`src/rtl/addsub_arbiter_if.sv`:
```
// Bundle of the two requester handshakes, the shared response channel and
// the connection to the external add/sub datapath.
//   req0_*/req1_* : operation request (valid/ready, operands, sub select)
//   rsp0_*/rsp1_* : response valid/ready per requester
//   rsp_ans/cout/v: captured result, shared by both response ports
//   au_*          : operands to and results from the ripple adder
// slave  = arbiter side, master = requester/datapath side.
interface addsub_arbiter_if #(
  parameter int unsigned WIDTH = 32
);
  logic             req0_valid;
  logic             req0_ready;
  logic [WIDTH-1:0] req0_a;
  logic [WIDTH-1:0] req0_b;
  logic             req0_sub;
  logic             req1_valid;
  logic             req1_ready;
  logic [WIDTH-1:0] req1_a;
  logic [WIDTH-1:0] req1_b;
  logic             req1_sub;
  logic             rsp0_valid;
  logic             rsp0_ready;
  logic             rsp1_valid;
  logic             rsp1_ready;
  logic [WIDTH-1:0] rsp_ans;
  logic             rsp_cout;
  logic             rsp_v;
  logic [WIDTH-1:0] au_a;
  logic [WIDTH-1:0] au_b;
  logic             au_sub;
  logic [WIDTH-1:0] au_ans;
  logic             au_cout;
  logic             au_v;

  modport slave (
    input  req0_valid, req0_a, req0_b, req0_sub,
    input  req1_valid, req1_a, req1_b, req1_sub,
    input  rsp0_ready, rsp1_ready,
    input  au_ans, au_cout, au_v,
    output req0_ready, req1_ready,
    output rsp0_valid, rsp1_valid, rsp_ans, rsp_cout, rsp_v,
    output au_a, au_b, au_sub
  );

  modport master (
    output req0_valid, req0_a, req0_b, req0_sub,
    output req1_valid, req1_a, req1_b, req1_sub,
    output rsp0_ready, rsp1_ready,
    output au_ans, au_cout, au_v,
    input  req0_ready, req1_ready,
    input  rsp0_valid, rsp1_valid, rsp_ans, rsp_cout, rsp_v,
    input  au_a, au_b, au_sub
  );
endinterface

```
`src/rtl/addsub_arbiter.sv`:
```
// Round-robin arbiter sharing one add/sub datapath between two requesters.
// Operands are registered onto au_*, held for SETTLE_CYC cycles while the
// ripple adder settles, then the result is captured and returned to the
// granted requester through a valid/ready response.
//   clk   : rising-edge clock
//   rst_n : asynchronous active-low reset
//   bus   : requests, responses and datapath connection (slave modport)
//   busy  : high whenever not IDLE
module addsub_arbiter #(
  parameter int unsigned WIDTH      = 32,
  parameter int unsigned SETTLE_CYC = 2
) (
  input  logic              clk,
  input  logic              rst_n,
  addsub_arbiter_if.slave   bus,
  output logic              busy
);

  localparam logic [1:0] IDLE   = 2'd0;
  localparam logic [1:0] SETTLE = 2'd1;
  localparam logic [1:0] RESP   = 2'd2;

  logic [1:0]       state;
  logic             ptr;
  logic             owner;
  logic [3:0]       cnt;
  logic [WIDTH-1:0] a_q;
  logic [WIDTH-1:0] b_q;
  logic             sub_q;
  logic [WIDTH-1:0] ans_q;
  logic             cout_q;
  logic             v_q;
  logic             have;
  logic             win;
  logic             owner_ready;

  // Winner: a lone valid requester wins; on contention the pointer decides.
  always_comb begin
    have = bus.req0_valid | bus.req1_valid;
    if (bus.req0_valid && bus.req1_valid) begin
      win = ptr;
    end else begin
      win = bus.req1_valid;
    end
  end

  assign bus.req0_ready = (state == IDLE) && bus.req0_valid && !win;
  assign bus.req1_ready = (state == IDLE) && bus.req1_valid && win;

  assign bus.rsp0_valid = (state == RESP) && !owner;
  assign bus.rsp1_valid = (state == RESP) && owner;
  assign owner_ready    = owner ? bus.rsp1_ready : bus.rsp0_ready;

  assign bus.au_a     = a_q;
  assign bus.au_b     = b_q;
  assign bus.au_sub   = sub_q;
  assign bus.rsp_ans  = ans_q;
  assign bus.rsp_cout = cout_q;
  assign bus.rsp_v    = v_q;
  assign busy         = (state != IDLE);

  always_ff @(posedge clk or negedge rst_n) begin
    if (!rst_n) begin
      state  <= IDLE;
      ptr    <= 1'b0;
      owner  <= 1'b0;
      cnt    <= '0;
      a_q    <= '0;
      b_q    <= '0;
      sub_q  <= 1'b0;
      ans_q  <= '0;
      cout_q <= 1'b0;
      v_q    <= 1'b0;
    end else begin
      case (state)
        IDLE: begin
          if (have) begin
            a_q   <= win ? bus.req1_a   : bus.req0_a;
            b_q   <= win ? bus.req1_b   : bus.req0_b;
            sub_q <= win ? bus.req1_sub : bus.req0_sub;
            owner <= win;
            cnt   <= 4'(SETTLE_CYC - 1);
            state <= SETTLE;
          end
        end
        SETTLE: begin
          if (cnt == '0) begin
            ans_q  <= bus.au_ans;
            cout_q <= bus.au_cout;
            v_q    <= bus.au_v;
            state  <= RESP;
          end else begin
            cnt <= cnt - 4'd1;
          end
        end
        RESP: begin
          if (owner_ready) begin
            ptr   <= ~owner;
            state <= IDLE;
          end
        end
        default: state <= IDLE;
      endcase
    end
  end

endmodule

```
`src/flat_wrapper.sv`:
```
// flat-port wrapper written by rule: the top's interface ports become plain ports
module addsub_arbiter_flat 
#(
  parameter int unsigned WIDTH      = 32,
  parameter int unsigned SETTLE_CYC = 2
)
  (clk, rst_n, busy, bus_req0_valid, bus_req0_a, bus_req0_b, bus_req0_sub, bus_req1_valid, bus_req1_a, bus_req1_b, bus_req1_sub, bus_rsp0_ready, bus_rsp1_ready, bus_au_ans, bus_au_cout, bus_au_v, bus_req0_ready, bus_req1_ready, bus_rsp0_valid, bus_rsp1_valid, bus_rsp_ans, bus_rsp_cout, bus_rsp_v, bus_au_a, bus_au_b, bus_au_sub);
  addsub_arbiter_if #(.WIDTH(WIDTH)) bus_i ();
  input  logic clk;
  input  logic rst_n;
  output logic busy;
  input wire logic [$bits(bus_i.req0_valid)-1:0] bus_req0_valid;
  input wire logic [$bits(bus_i.req0_a)-1:0] bus_req0_a;
  input wire logic [$bits(bus_i.req0_b)-1:0] bus_req0_b;
  input wire logic [$bits(bus_i.req0_sub)-1:0] bus_req0_sub;
  input wire logic [$bits(bus_i.req1_valid)-1:0] bus_req1_valid;
  input wire logic [$bits(bus_i.req1_a)-1:0] bus_req1_a;
  input wire logic [$bits(bus_i.req1_b)-1:0] bus_req1_b;
  input wire logic [$bits(bus_i.req1_sub)-1:0] bus_req1_sub;
  input wire logic [$bits(bus_i.rsp0_ready)-1:0] bus_rsp0_ready;
  input wire logic [$bits(bus_i.rsp1_ready)-1:0] bus_rsp1_ready;
  input wire logic [$bits(bus_i.au_ans)-1:0] bus_au_ans;
  input wire logic [$bits(bus_i.au_cout)-1:0] bus_au_cout;
  input wire logic [$bits(bus_i.au_v)-1:0] bus_au_v;
  output wire logic [$bits(bus_i.req0_ready)-1:0] bus_req0_ready;
  output wire logic [$bits(bus_i.req1_ready)-1:0] bus_req1_ready;
  output wire logic [$bits(bus_i.rsp0_valid)-1:0] bus_rsp0_valid;
  output wire logic [$bits(bus_i.rsp1_valid)-1:0] bus_rsp1_valid;
  output wire logic [$bits(bus_i.rsp_ans)-1:0] bus_rsp_ans;
  output wire logic [$bits(bus_i.rsp_cout)-1:0] bus_rsp_cout;
  output wire logic [$bits(bus_i.rsp_v)-1:0] bus_rsp_v;
  output wire logic [$bits(bus_i.au_a)-1:0] bus_au_a;
  output wire logic [$bits(bus_i.au_b)-1:0] bus_au_b;
  output wire logic [$bits(bus_i.au_sub)-1:0] bus_au_sub;
  assign bus_i.req0_valid = bus_req0_valid;
  assign bus_i.req0_a = bus_req0_a;
  assign bus_i.req0_b = bus_req0_b;
  assign bus_i.req0_sub = bus_req0_sub;
  assign bus_i.req1_valid = bus_req1_valid;
  assign bus_i.req1_a = bus_req1_a;
  assign bus_i.req1_b = bus_req1_b;
  assign bus_i.req1_sub = bus_req1_sub;
  assign bus_i.rsp0_ready = bus_rsp0_ready;
  assign bus_i.rsp1_ready = bus_rsp1_ready;
  assign bus_i.au_ans = bus_au_ans;
  assign bus_i.au_cout = bus_au_cout;
  assign bus_i.au_v = bus_au_v;
  assign bus_req0_ready = bus_i.req0_ready;
  assign bus_req1_ready = bus_i.req1_ready;
  assign bus_rsp0_valid = bus_i.rsp0_valid;
  assign bus_rsp1_valid = bus_i.rsp1_valid;
  assign bus_rsp_ans = bus_i.rsp_ans;
  assign bus_rsp_cout = bus_i.rsp_cout;
  assign bus_rsp_v = bus_i.rsp_v;
  assign bus_au_a = bus_i.au_a;
  assign bus_au_b = bus_i.au_b;
  assign bus_au_sub = bus_i.au_sub;
  addsub_arbiter #(.WIDTH(WIDTH), .SETTLE_CYC(SETTLE_CYC)) u_core (.clk(clk), .rst_n(rst_n), .bus(bus_i), .busy(busy));
endmodule
```
`config.mk`:
```
export PLATFORM = sky130hd
export DESIGN_NAME = addsub_arbiter_flat
export DESIGN_NICKNAME = d
export VERILOG_FILES = /design/src/rtl/addsub_arbiter_if.sv /design/src/rtl/addsub_arbiter.sv /design/src/flat_wrapper.sv
export SDC_FILE = /design/constraint.sdc
export NUM_CORES = 1
export LEC_CHECK = 0
export BUFFER_PORTS_ARGS = -buffer_cell sky130_fd_sc_hd__buf_2
export CAP_MARGIN = 20
export CORE_MARGIN = 5
export CORE_UTILIZATION = 35
export CTS_CLUSTER_DIAMETER = 60
export DETAILED_ROUTE_END_ITERATION = 10
export PLACE_DENSITY = 0.65
export SLEW_MARGIN = 20
export SYNTH_ARGS = -nofsm -noshare
export SYNTH_HDL_FRONTEND = slang
export SYNTH_SLANG_ARGS = --single-unit
```
`constraint.sdc`:
```
create_clock -name clk -period 1.8 [get_ports clk]
set_input_delay 0.09 -clock clk [delete_from_list [all_inputs] [get_ports clk]]
set_output_delay 0.09 -clock clk [all_outputs]
set_load 0.01 [all_outputs]
```
# Word level (Yosys, flattened, before mapping)
# Index checks and enable logic that the tools add are counted.
[totals] input_bits=170 register_bits=107 wordCells=49 output_inout_bits=104
[op_classes] mux=12 bitwise=2 add_sub_neg=1 n_reduce_logical=18 eq_ne=6
[ops] operator="$mux 32" n=2
[ops] operator="$mux 4" n=2
[ops] operator="$pmux 4 s2" n=1
[ops] operator="$logic_and 1x1->1" n=7
[ops] operator="$mux 2" n=3
[ops] operator="$ne 2x1->1 const B" n=3
[ops] operator="$pmux 2 s3" n=1
[ops] operator="$reduce_and 2->1" n=3
[ops] operator="$reduce_and 3->1" n=2
[ops] operator="$logic_not 4->1" n=1
[ops] operator="$reduce_bool 2->1" n=2
[ops] operator="$sub 4x1->4 const B" n=1
[ops] operator="$mux 1" n=3
[ops] operator="$eq 2x1->1 const B" n=1
[ops] operator="$eq 2x2->1 const B" n=1
[ops] operator="$logic_not 1->1" n=2
[ops] operator="$logic_not 2->1" n=1
[ops] operator="$ne 2x2->1 const B" n=1
[ops] operator="$not 1->1" n=1
[ops] operator="$or 1x1->1" n=1

# Longest topological paths before layout
[depth] word_depth=4 mapped_depth=7

# Worst setup path before layout
# Ideal clock, no wire load.
[synth_path] path_kind="flip-flop to flip-flop" from="reg u_core.cnt[0]" to="reg u_core.ans_q[0] (netlist: u_core.bus.rsp_ans[0])" path_stages_with_launch=7 period_less_slack_ps=1599 path_slack_ps=201 arrival_time_ps=1474 t_required_ps=1675 path_cell_list="dfrtp_1 -> inv_1 -> ha_1 -> nor3b_4 -> nand2_2 -> buf_2 -> mux2_2"
[synth_via] elab_chain_cells=2
[synth_rtl] element="from (decl)" line="addsub_arbiter.sv:26" text="logic [3:0] cnt;"
[synth_rtl] element="from (signal assigned)" line="addsub_arbiter.sv:82" text="cnt <= 4'(SETTLE_CYC - 1);"
[synth_rtl] element="from (signal assigned)" line="addsub_arbiter.sv:93" text="cnt <= cnt - 4'd1;"
[synth_rtl] element="$logic_not 4->1" line="addsub_arbiter.sv:87" text="if (cnt == '0) begin"
[synth_rtl] element="$reduce_and 2->1 (no source line)"
[synth_rtl] element="to (signal assigned)" line="addsub_arbiter.sv:88" text="ans_q <= bus.au_ans;"
[synth_rtl] element="to (decl)" line="addsub_arbiter.sv:30" text="logic [WIDTH-1:0] ans_q;"
# Every way passes these cells.
# A chain may end at the register's enable or synchronous reset.

# Worst setup path in the final report
[layout_path] from="reg u_core.state[1]" to="out bus_req1_ready"
[layout_via] elab_chain_cells=3
[layout_rtl] element="from (decl)" line="addsub_arbiter.sv:23" text="logic [1:0] state;"
[layout_rtl] element="from (signal assigned)" line="addsub_arbiter.sv:64" text="state <= IDLE;"
[layout_rtl] element="from (signal assigned)" line="addsub_arbiter.sv:83" text="state <= SETTLE;"
[layout_rtl] element="from (signal assigned)" line="addsub_arbiter.sv:91" text="state <= RESP;"
[layout_rtl] element="$logic_not 2->1" line="addsub_arbiter.sv:48" text="assign bus.req1_ready = (state == IDLE) && bus.req1_valid && win;"
[layout_rtl] element="$logic_and 1x1->1 (2 in a row)" line="addsub_arbiter.sv:48"
[layout_rtl] element="to (decl)" line="flat_wrapper.sv:26" text="output wire logic [$bits(bus_i.req1_ready)-1:0] bus_req1_ready;"
# Every way passes these cells.

==> impl_metrics.env <==
export IMPL_outcome="complete, no violations"
export IMPL_p_comb_share_pct=44.4
export IMPL_rows=43
export IMPL_cts_tree="built"
export IMPL_portBuffers=273
export IMPL_power_per_cell_area_mw_per_mm2=1470
export IMPL_wl_met1_mm=6.78
export IMPL_dr_wl_met2_mm=8.94
export IMPL_synth_seq_cells=107
export IMPL_clk_pin_slew_ns=0.07
export IMPL_whs_ns=0.0128
export IMPL_drtIter0Drc=421
export IMPL_first_pass_iters=5
export IMPL_syn_avg_cell_area_um2=9.96
export IMPL_highest_layer="met4"
export IMPL_cp_endpoint="bus_req1_ready"
export IMPL_power_switching_mw=4.27
export IMPL_cp_data_required_time_ns=1.71
export IMPL_die_h_um=130
export IMPL_routed_wl_mm=18.0
export IMPL_max_slew_margin_rel_pct=59.7
export IMPL_wl_per_cell_um=17.6
export IMPL_htreeDepth=3
export IMPL_synth_mux_area_share_pct=8.06
export IMPL_worst_pin_slew_ns=0.605
export IMPL_cp_start_kind="flip-flop"
export IMPL_finalPower_mw=11.3
export IMPL_design_die_area_mm2=0.0168
export IMPL_syn_cell_area_mm2=0.00501
export IMPL_r2r_cells=6
export IMPL_sw_frac_of_total_pct=37.7
export IMPL_leakage_nw=3.56
export IMPL_synthArstFlopShare_pct=100
export IMPL_syn_inst=503
export IMPL_synth_xor_area_share_pct=0
export IMPL_synth_flop_cell="dfrtp_1"
export IMPL_drive_gt1_share_pct=41.5
export IMPL_vias=5436
export IMPL_pre_cts_ws_ns=0.113
export IMPL_finalCriticalPeriod_ns=1.70
export IMPL_drv_cap=0
export IMPL_hold_path_startpoint="bus_req1_b[28]"
export IMPL_synth_cell_types=30
export IMPL_start_util_pct=36.0
export IMPL_grt_max_degree=108
export IMPL_core_mm2=0.0139
export IMPL_drc=0
export IMPL_gp_congestion=0.805
export IMPL_grt_pass1_vias=5470
export IMPL_fin_ws_ns=0.102
export IMPL_clock_sinks=107
export IMPL_seq_area_frac_synth_pct=53.4
export IMPL_cp_startpoint="u_core.state[1]$_DFFE_PN0P_"
export IMPL_clockBufferDepth=2
export IMPL_r2r_start="u_core.cnt[0]$_DFFE_PN0P_"
export IMPL_synth_edf_count=0
export IMPL_met3WireLength_mm=1.69
export IMPL_grt_pass1_wl_mm=27.8
export IMPL_tns_ns=0
export IMPL_grt_use_total_pct=21.0
export IMPL_final_net_count=1008
export IMPL_worstPathMaxFanout=32
export IMPL_die_w_um=130
export IMPL_path_class="reg2out"
export IMPL_cts_resized=0
export IMPL_viasPerCell=5.32
export IMPL_cts_buffers=9
export IMPL_yosys_warnings=0
export IMPL_maxSlewViolCount=0
export IMPL_peakVddDrop_mv=0.508
export IMPL_fmax_mhz=589
export IMPL_synthSimpleGateAreaFrac_pct=9.51
export IMPL_gr_total_overflow=0
export IMPL_synth_top_family_by_area="compound AO/OA/AOI/OAI gates"
export IMPL_end_kind="output port"
export IMPL_setup_viol=0
export IMPL_power_internal_mw=7.05
export IMPL_synthAdderAreaFrac_pct=0.499
export IMPL_skew_ns=0.00503
export IMPL_r2r_end="u_core.bus.rsp_ans[29]$_DFFE_PN0P_"
export IMPL_fin_crit_sh_pct=94.3
export IMPL_syn_nets=675
export IMPL_rsz0062_at_grt="false"
export IMPL_clock_root_buffer="clkbuf_16"
export IMPL_arrival_ns=1.61
export IMPL_worst_hold_path_type="in2reg"
export IMPL_p_clk_share_pct=16.6
export IMPL_finish_utilization_pct=55.3
export IMPL_clk_latency_ns=0.35
export IMPL_synthToLayoutAreaGrowth_pct=53.9
export IMPL_antenna_found_initial=1
export IMPL_reg2reg_slack_ns=0.14
export IMPL_ioPinCount=274
export IMPL_ant_nets=0
export IMPL_hold_viol=0
export IMPL_hpwl_mm=12.1
export IMPL_synth_compound_area_share_pct=22.5
export IMPL_pwr_share_seq_pct=39.0
[synth_stat cells, types with 3 or more instances]
| library cell | number | area share, % |
|---|---|---|
| a21oi_1 | 65 | 6.5 |
| a31oi_1 | 66 | 8.2 |
| buf_2 | 18 | 1.8 |
| buf_6 | 6 | 1.3 |
| clkbuf_1 | 32 | 2.4 |
| dfrtp_1 | 107 | 53 |
| inv_1 | 5 | 0.37 |
| mux2_2 | 35 | 7.9 |
| nand2_1 | 3 | 0.22 |
| nand3_1 | 67 | 6.7 |
| nor2b_1 | 3 | 0.37 |
| nor3_1 | 4 | 0.40 |
| o21ai_0 | 71 | 7.1 |
[power groups by stage]
stage | registers, mW | clock network [mW] | logic, mW
after floorplan | 4.82 | 0 | 2.36
after global placement | 4.37 | 0 | 4.78
after detailed placement | 4.40 | 0 | 4.91
after CTS | 4.39 | 1.94 | 5.04
after global routing | 4.54 | 2.03 | 5.52
final | 4.41 | 1.88 | 5.03
[area by class of cell]
class / instances / area (um2)
multi-input combinational: 334 / 2050
antenna: 1 / 2.50
fill: 1220 / 6220
clock buffer: 12 / 256
inverter: 6 / 22.5
sequential: 107 / 2680
timing repair buffer: 378 / 2450
clock inverter: 4 / 25.0
tap: 180 / 225
[metal layers]
metal / vias up / global-route usage (%)
li1: 2521 / -
met5: - / 0
met3: 42 / 5.07
met1: 2555 / 24.7
met4: 0 / 9.47
met2: 318 / 36.4
[registers in the layout (all words and copies together) (netlist names)]
name / count
u_core.bus.rsp_ans: 32
u_core.bus.rsp_cout: 1
u_core.cnt: 4
u_core.bus.rsp_v: 1
u_core.ptr: 1
u_core.bus.au_sub: 1
u_core.bus.au_a: 32
u_core.state: 2
u_core.bus.au_b: 32
u_core.owner: 1
[worst max-delay path: stages, from the launching register on]
cell and delay [ns]:
dfrtp_1 0.51, nor2_4 0.18, buf_12 0.19, inv_1 0.09, nor2_1 0.12, buf_2 0.15
[per-stage QoR]
step                      instances  cell area, um2
after floorplan                 503            5010
after global placement          916            6540
after detailed placement        916            6540
after CTS                      1020            7700
after global routing           1022            7710
final                          1022            7710
[worst min path at each step]
stage / endpoint / slack, ns / cells past startpoint
3_5_place_dp: u_core.bus.rsp_ans[25]$_DFFE_PN0P_ / 0.20 / 2
2_1_floorplan: u_core.bus.au_a[0]$_DFFE_PN0P_ / -0.21 / 0
6_report: u_core.bus.au_b[28]$_DFFE_PN0P_ / 0.01 / 3
4_1_cts: u_core.bus.au_a[26]$_DFFE_PN0P_ / 0.00001 / 3
5_1_grt: u_core.bus.au_b[30]$_DFFE_PN0P_ / 0.002 / 3
3_3_place_gp: u_core.bus.rsp_ans[11]$_DFFE_PN0P_ / 0.20 / 2
[cells in the final DEF (no fill, tap or decap), types with 2 or more instances in the layout]
cell type	n
buf_2	272
dfrtp_1	107
dlygate4sd3_1	88
o21ai_0	71
nand3_1	67
a31oi_1	66
a21oi_1	65
mux2_2	35
buf_4	12
clkbuf_16	9
buf_12	6
inv_1	5
nor3_1	4
nand2_1	3
nor2_1	2
and3_1	2
nor2b_1	2
ha_1	2
clkbuf_8	2
clkinvlp_4	2
clkinv_2	2
[cell families (layout without fill, tap and decap cells)]
family                   count (synthesis)  after routing
AO/OA/AOI/OAI                          206            206
adder cells (fa/ha/maj)                  2              2
buffers and inverters                   62            400
flip-flops                             107            107
multiplexers                            36             36
other                                    0              1
AND/OR/NAND/NOR                         90             90
[repair_timing]
action | 4_1_cts | 5_1_grt
hold buffers | 88 | 0
hold endpoints to repair | 183 | 0
setup buffers | 0 | 1
endpoints found under the setup margin | 0 | 12
Note: power is estimated with default switching activity, not from simulation.
